$ cat config.mk
export PLATFORM = sky130hd
export DESIGN_NAME = instr_prefetch_queue_flat
export DESIGN_NICKNAME = d
export VERILOG_FILES = /design/src/rtl/proc_pkg.sv /design/src/rtl/instr_prefetch_queue_if.sv /design/src/rtl/instr_queue_mem.sv /design/src/rtl/instr_prefetch_queue.sv /design/src/flat_wrapper.sv
export SDC_FILE = /design/constraint.sdc
export NUM_CORES = 1
export LEC_CHECK = 0
export ABC_AREA = 1
export CAP_MARGIN = 20
export CORE_ASPECT_RATIO = 0.75
export CORE_MARGIN = 3
export CORE_UTILIZATION = 49
export CTS_BUF_LIST = sky130_fd_sc_hd__clkbuf_16
export CTS_CLUSTER_DIAMETER = 150
export DETAILED_ROUTE_END_ITERATION = 10
export PLACE_DENSITY = 0.81
export SKIP_LAST_GASP = 1
export SYNTH_ARGS = -nofsm -noshare
export SYNTH_HDL_FRONTEND = slang
export SYNTH_SLANG_ARGS = --single-unit
$ cat constraint.sdc
create_clock -name clk -period 2.2 [get_ports clk]
set_clock_uncertainty 0.2 [all_clocks]
set_input_delay 0.55 -clock clk [delete_from_list [all_inputs] [get_ports clk]]
set_output_delay 0.55 -clock clk [all_outputs]
set_load 0.005 [all_outputs]
$ cat src/rtl/proc_pkg.sv
// proc_pkg: shared processor constants and the instruction word type.
//   INSTR_W (default instruction width), PREFETCH_DEPTH (default queue depth), instr_t.
package proc_pkg;
    localparam int INSTR_W = 10;
    localparam int PREFETCH_DEPTH = 4;
    typedef logic [INSTR_W-1:0] instr_t;
endpackage

$ cat src/rtl/instr_prefetch_queue_if.sv
// instr_prefetch_queue_if: fetch/decode handshake bundle for the prefetch queue.
//   master drives flush, wr_en, wr_data, ld_ir; slave returns ir_out, ir_valid, empty, full, count, ovf_err.
interface instr_prefetch_queue_if
    import proc_pkg::*;
#(
    parameter int IW = INSTR_W,
    parameter int DEPTH = PREFETCH_DEPTH,
    localparam int CW = $clog2(DEPTH + 1)
);
    logic          flush;
    logic          wr_en;
    logic [IW-1:0] wr_data;
    logic          ld_ir;
    logic [IW-1:0] ir_out;
    logic          ir_valid;
    logic          empty;
    logic          full;
    logic [CW-1:0] count;
    logic          ovf_err;
    modport master (
        output flush, wr_en, wr_data, ld_ir,
        input  ir_out, ir_valid, empty, full, count, ovf_err
    );
    modport slave (
        input  flush, wr_en, wr_data, ld_ir,
        output ir_out, ir_valid, empty, full, count, ovf_err
    );
endinterface

$ cat src/rtl/instr_queue_mem.sv
// instr_queue_mem: DEPTH x IW register array, negedge write port, combinational read port.
//   clk, we/waddr/wdata (write), raddr -> rdata (read).
module instr_queue_mem #(
    parameter int IW = 10,
    parameter int DEPTH = 4,
    localparam int AW = $clog2(DEPTH)
) (
    input  logic          clk,
    input  logic          we,
    input  logic [AW-1:0] waddr,
    input  logic [IW-1:0] wdata,
    input  logic [AW-1:0] raddr,
    output logic [IW-1:0] rdata
);
    logic [IW-1:0] mem [DEPTH];
    always_ff @(negedge clk)
        if (we) mem[waddr] <= wdata;
    assign rdata = mem[raddr];
endmodule

$ cat src/rtl/instr_prefetch_queue.sv
// instr_prefetch_queue: DEPTH-entry circular FIFO between fetch and decode feeding a registered IR.
//   clk (all updates on negedge), rst_n (sync active-low), bus (instr_prefetch_queue_if.slave).
//   Define INSTR_PREFETCH_BYPASS_EN to forward wr_data straight into the IR when the queue is empty.
module instr_prefetch_queue
    import proc_pkg::*;
#(
    parameter int IW = INSTR_W,
    parameter int DEPTH = PREFETCH_DEPTH
) (
    input logic clk,
    input logic rst_n,
    instr_prefetch_queue_if.slave bus
);
    localparam int CW = $clog2(DEPTH + 1);
    localparam int AW = $clog2(DEPTH);
    logic [AW-1:0] wr_ptr, rd_ptr;
    logic [IW-1:0] rdata;
    logic pop, byp, acc;
    always_comb begin
        pop = bus.ld_ir && !bus.empty;
`ifdef INSTR_PREFETCH_BYPASS_EN
        byp = bus.ld_ir && bus.empty && bus.wr_en;
`else
        byp = 1'b0;
`endif
        // a full queue still accepts when the same edge frees the head slot
        acc = bus.wr_en && (!bus.full || pop) && !byp;
    end
    assign bus.empty = bus.count == '0;
    assign bus.full  = bus.count == CW'(DEPTH);
    instr_queue_mem #(.IW(IW), .DEPTH(DEPTH)) u_mem (
        .clk   (clk),
        .we    (rst_n && !bus.flush && acc),
        .waddr (wr_ptr),
        .wdata (bus.wr_data),
        .raddr (rd_ptr),
        .rdata (rdata)
    );
    always_ff @(negedge clk) begin
        if (!rst_n) begin
            wr_ptr       <= '0;
            rd_ptr       <= '0;
            bus.count    <= '0;
            bus.ir_out   <= '0;
            bus.ir_valid <= 1'b0;
            bus.ovf_err  <= 1'b0;
        end else if (bus.flush) begin
            wr_ptr       <= '0;
            rd_ptr       <= '0;
            bus.count    <= '0;
            bus.ir_valid <= 1'b0;
        end else begin
            if (acc) wr_ptr <= wr_ptr + 1'b1;
            if (pop) rd_ptr <= rd_ptr + 1'b1;
            bus.count <= bus.count + CW'(acc) - CW'(pop);
            if (bus.wr_en && bus.full && !pop) bus.ovf_err <= 1'b1;
            if (bus.ld_ir) begin
                bus.ir_out   <= pop ? rdata : (byp ? bus.wr_data : bus.ir_out);
                bus.ir_valid <= pop || byp;
            end
        end
    end
endmodule

$ cat src/flat_wrapper.sv
// flat-port wrapper written by rule: the top's interface ports become plain ports
module instr_prefetch_queue_flat import proc_pkg::*;
#(
    parameter int IW = INSTR_W,
    parameter int DEPTH = PREFETCH_DEPTH
)
  (clk, rst_n, bus_flush, bus_wr_en, bus_wr_data, bus_ld_ir, bus_ir_out, bus_ir_valid, bus_empty, bus_full, bus_count, bus_ovf_err);
  instr_prefetch_queue_if #(.IW(IW), .DEPTH(DEPTH)) bus_i ();
  input logic clk;
  input logic rst_n;
  input wire logic [$bits(bus_i.flush)-1:0] bus_flush;
  input wire logic [$bits(bus_i.wr_en)-1:0] bus_wr_en;
  input wire logic [$bits(bus_i.wr_data)-1:0] bus_wr_data;
  input wire logic [$bits(bus_i.ld_ir)-1:0] bus_ld_ir;
  output wire logic [$bits(bus_i.ir_out)-1:0] bus_ir_out;
  output wire logic [$bits(bus_i.ir_valid)-1:0] bus_ir_valid;
  output wire logic [$bits(bus_i.empty)-1:0] bus_empty;
  output wire logic [$bits(bus_i.full)-1:0] bus_full;
  output wire logic [$bits(bus_i.count)-1:0] bus_count;
  output wire logic [$bits(bus_i.ovf_err)-1:0] bus_ovf_err;
  assign bus_i.flush = bus_flush;
  assign bus_i.wr_en = bus_wr_en;
  assign bus_i.wr_data = bus_wr_data;
  assign bus_i.ld_ir = bus_ld_ir;
  assign bus_ir_out = bus_i.ir_out;
  assign bus_ir_valid = bus_i.ir_valid;
  assign bus_empty = bus_i.empty;
  assign bus_full = bus_i.full;
  assign bus_count = bus_i.count;
  assign bus_ovf_err = bus_i.ovf_err;
  instr_prefetch_queue #(.IW(IW), .DEPTH(DEPTH)) u_core (.clk(clk), .rst_n(rst_n), .bus(bus_i));
endmodule
# == After elaboration in Yosys (flattened, before gate mapping) ==
# Memory sizes are Yosys's and may differ from the RTL's. A register that Yosys moved wholly into a read port is not among the register bits.
# Index checks and enable logic that the tools add are counted.
# op_classes
n_addsub,4
reduce_logical,16
mux,2
bitwise_logic,2
eq_ne,1
# op_table
operator,n
logical AND 1 bit,6
logical NOT 1 bit,5
adder 2 x 1 -> 2 bit (second input constant),2
adder 3 x 1 -> 3 bit,1
== test 3 bit (second input constant),1
logical NOT 3 bit,1
AND reduction 3 bit,1
subtractor 3 x 1 -> 3 bit,1
2-to-1 mux 1 bit,2
inverter 1 bit,2
AND reduction 2 bit,1
OR reduction 2 bit,1
logical OR 1 bit,1
# totals
in_bits,15
mem_bits_rw,40
register_bits,9
n_memories,1
elab_cells,31
# memory_table
memory,words,width,read_ports,rd_ports_with_merged_regs,wr,line_no,rtl
u_core.u_mem.mem,4,10,1,1,1,instr_queue_mem.sv:15,logic [IW-1:0] mem [DEPTH];

# == Logic depth before layout (Yosys ltp) ==
# logic_depth
depth_word,8
mapped_depth,12
ltp_nobuf,12

# == Cells and area by module ==
# Synthesis repeated with hierarchy kept, for this count alone.
# unflattened
cells_unflattened,295
hier_area_um2,2595.0
# by_module_without_submodules
mod,instances,area_each_um2,cells_each,seq_area_each_um2
instr_queue_mem,1,1724.2,165,1201.2
instr_prefetch_queue,1,870.8,130,380.4

==> impl_metrics.tcl <==
set metrics [dict create \
    endpoint_kind "primary output" \
    synth_xor_area_frac 0 \
    syn_avg_cell_area_um2 8.78 \
    gp_congestion 0.808 \
    cts_buffer_depth 2 \
    drive_above_1_share 0.347 \
    grt-ovfl-total 0 \
    synth_top_family_by_area "simple AND/OR/NAND/NOR gates" \
    finalInstanceArea_um2 4190 \
    hold_slack_ns 0.290 \
    final_cell_mix "inv_1, nand2_1, edfxtp_1" \
    hold_viol_final 0 \
    synth_warnings 0 \
    drc 0 \
    initialDrtViolationCount 184 \
    muxShareOfSynthArea 0 \
    mostFrequentLayoutCell "inv_1" \
    slowest_delay_ns 0.33 \
    hold_path.class "reg -> reg" \
    synthSimpleGateAreaFrac 0.229 \
    cp-start-kind "flop" \
    ant_nets 0 \
    cts_root_buf "clkbuf_16" \
    crit_arrival_ns 2.30 \
    rows 22 \
    synth-seq-cells 59 \
    totalWireLength_mm 8.08 \
    portBuffers 31 \
    rr_worst_depth 15 \
    outcome "complete, but fails checks" \
    hold_start "u_core.bus.ovf_err" \
    pin_count 32 \
    antenna_found_initial 0 \
    slew_viol_final 0 \
    violations "negative setup slack" \
    cts_tree "built" \
    synth_nets 322 \
    grt_pass1_wl_mm 11.7 \
    htree_levels 3 \
    cp.required_ns 1.45 \
    report.final.setup_viol 74 \
    drv_cap 0 \
    vias 2445 \
    die_w_um 90.6 \
    crit_start "u_core.bus.count[2]" \
    critPathMaxFanout 2 \
    cts_buffers 9 \
    die_h_um 69.5 \
    crit_slowest_cell "dfxtp_2" \
    yosys.area_share.adder 0.0361 \
    relSlewSlack 0.703 \
    drt-pass1-iter-count 5 \
    finalNetCount 449 \
    hold_path_depth 2 \
    place_area_um2 3360 \
    core_area_um2 5040 \
    synthDistinctLibCells 19 \
    clock_sinks 59 \
    insertion_delay_ns 0.41 \
    avgRoutedWirePerCell_um 16.0 \
    synth_seq_area_share 0.601 \
    first_global_vias 2562 \
    antenna_cells 0 \
    r2r_end "u_core.bus.count[2]" \
    global_route.usage.total 0.249 \
    grt_max_degree 23 \
    p_per_area_nw_per_um2 884 \
    clkSlewWorstSetupHoldPaths_ns 0.04 \
    start_util 0.523 \
    worstMarginPinSlew_ns 0.445 \
    r2r_slack_ns -0.13 \
    syn_area_um2 2630 \
    tns_ns -30.18 \
    dieArea_um2 6300 \
    hpwl_mm 3.61 \
    netlist_instances 300 \
    cp_cell_sequence "inv_2 -> or2_4 -> nor2_2 -> buf_2" \
    area_delta_synth_final_pct 59.2 \
    vias_per_cell 4.85 \
    holdPathEnd "u_core.bus.ovf_err" \
    synth-compound-area-share 0.0133 \
    peakVddDrop_mv 0.718 \
    r2r_start "u_core.bus.count[1]" \
    worst-setup-path-type "reg -> out" \
    leakage_uw 0.00213 \
    fin_ws_ns -0.846 \
    place_ws_ns -1.44 \
    rsz0062_at_grt "yes" \
]
[report_power, final]
group	internal, µW	switching (µW)	total [µW]
Clock	1130	802	1930
Combinational	242	273	515
Sequential	1230	24.5	1260
[worst max-delay path, delay by kind of cell, from the launching register on]
family | cells | cell delay (ns)
simple gates | 2 | 0.32
buf+inv | 2 | 0.16
flops | 1 | 0.33
[synth_stat cells (all sizes together)]
| library cell | number | share of area |
|---|---|---|
| a21oi | 6 | 0.011 |
| buf | 8 | 0.017 |
| clkbuf | 1 | 0.0014 |
| dfxtp | 19 | 0.14 |
| edfxtp | 40 | 0.46 |
| fa | 1 | 0.0076 |
| ha | 6 | 0.029 |
| inv | 72 | 0.10 |
| nand2 | 87 | 0.13 |
| nand3 | 26 | 0.053 |
| nand3b | 1 | 0.0029 |
| nor2 | 31 | 0.045 |
| o21ai | 1 | 0.0019 |
| or2 | 1 | 0.0024 |
[area by class of cell]
class,count,area (µm²)
clock buffer,9,225
fill,273,846
sequential,59,1600
timing repair buffer,67,674
inverter,71,292
multi-input combinational,160,997
tap,72,90.1
clock inverter,66,313
[per-stage QoR]
stage | total power [µW] | utilization | cells
detailed placement | 1810 | 0.666 | 418
global route | 3910 | 0.832 | 504
global placement | 1800 | 0.666 | 418
finish | 3700 | 0.832 | 504
floorplan | 1620 | - | 300
CTS | 3650 | 0.807 | 503
[what timing repair did]
action / 4_1_cts / 5_1_grt
setup buffers: 9 / 4
endpoints found under the setup margin: 98 / 85
endpoints found under the hold margin: 0 / 0
pin swaps: 10 / 14
hold buffers: 0 / 0
resized for setup: 129 / 51
cloned: 3 / 0
[metal layers]
metal | part of all wire | wire, µm | vias up | track usage
met4 | 0.025 | 204 | 0 | 0.151
met1 | 0.38 | 3100 | 1141 | 0.257
li1 | - | - | 1161 | -
met2 | 0.53 | 4260 | 118 | 0.419
met5 | 0 | 0 | - | 0
met3 | 0.065 | 524 | 25 | 0.105
[how the worst max path moves through the flow]
stage	endpoint	slack [ns]	depth (start not counted)
after floorplan	u_core.bus.count[1]	-0.78	8
after global placement	u_core.bus.count[1]	-1.41	10
after detailed placement	u_core.bus.count[1]	-1.44	10
after CTS	bus_full	-0.81	4
after global routing	bus_empty	-0.89	5
final	bus_full	-0.85	4
[sequential cells by signal, summed over array words and instances (netlist names)]
register and cells:
u_core.bus.ir_valid 1, u_core.wr_ptr 2, u_core.bus.count 3, u_core.rd_ptr 2, u_core.bus.ir_out 10, u_core.u_mem.mem 40
u_core.bus.ovf_err 1
[cell families after synthesis]
family          Yosys count
simple gates            146
buf+inv                  81
flops                    59
compound gates            7
fa+ha+maj                 7
Note: power is estimated with default switching activity, not from simulation.
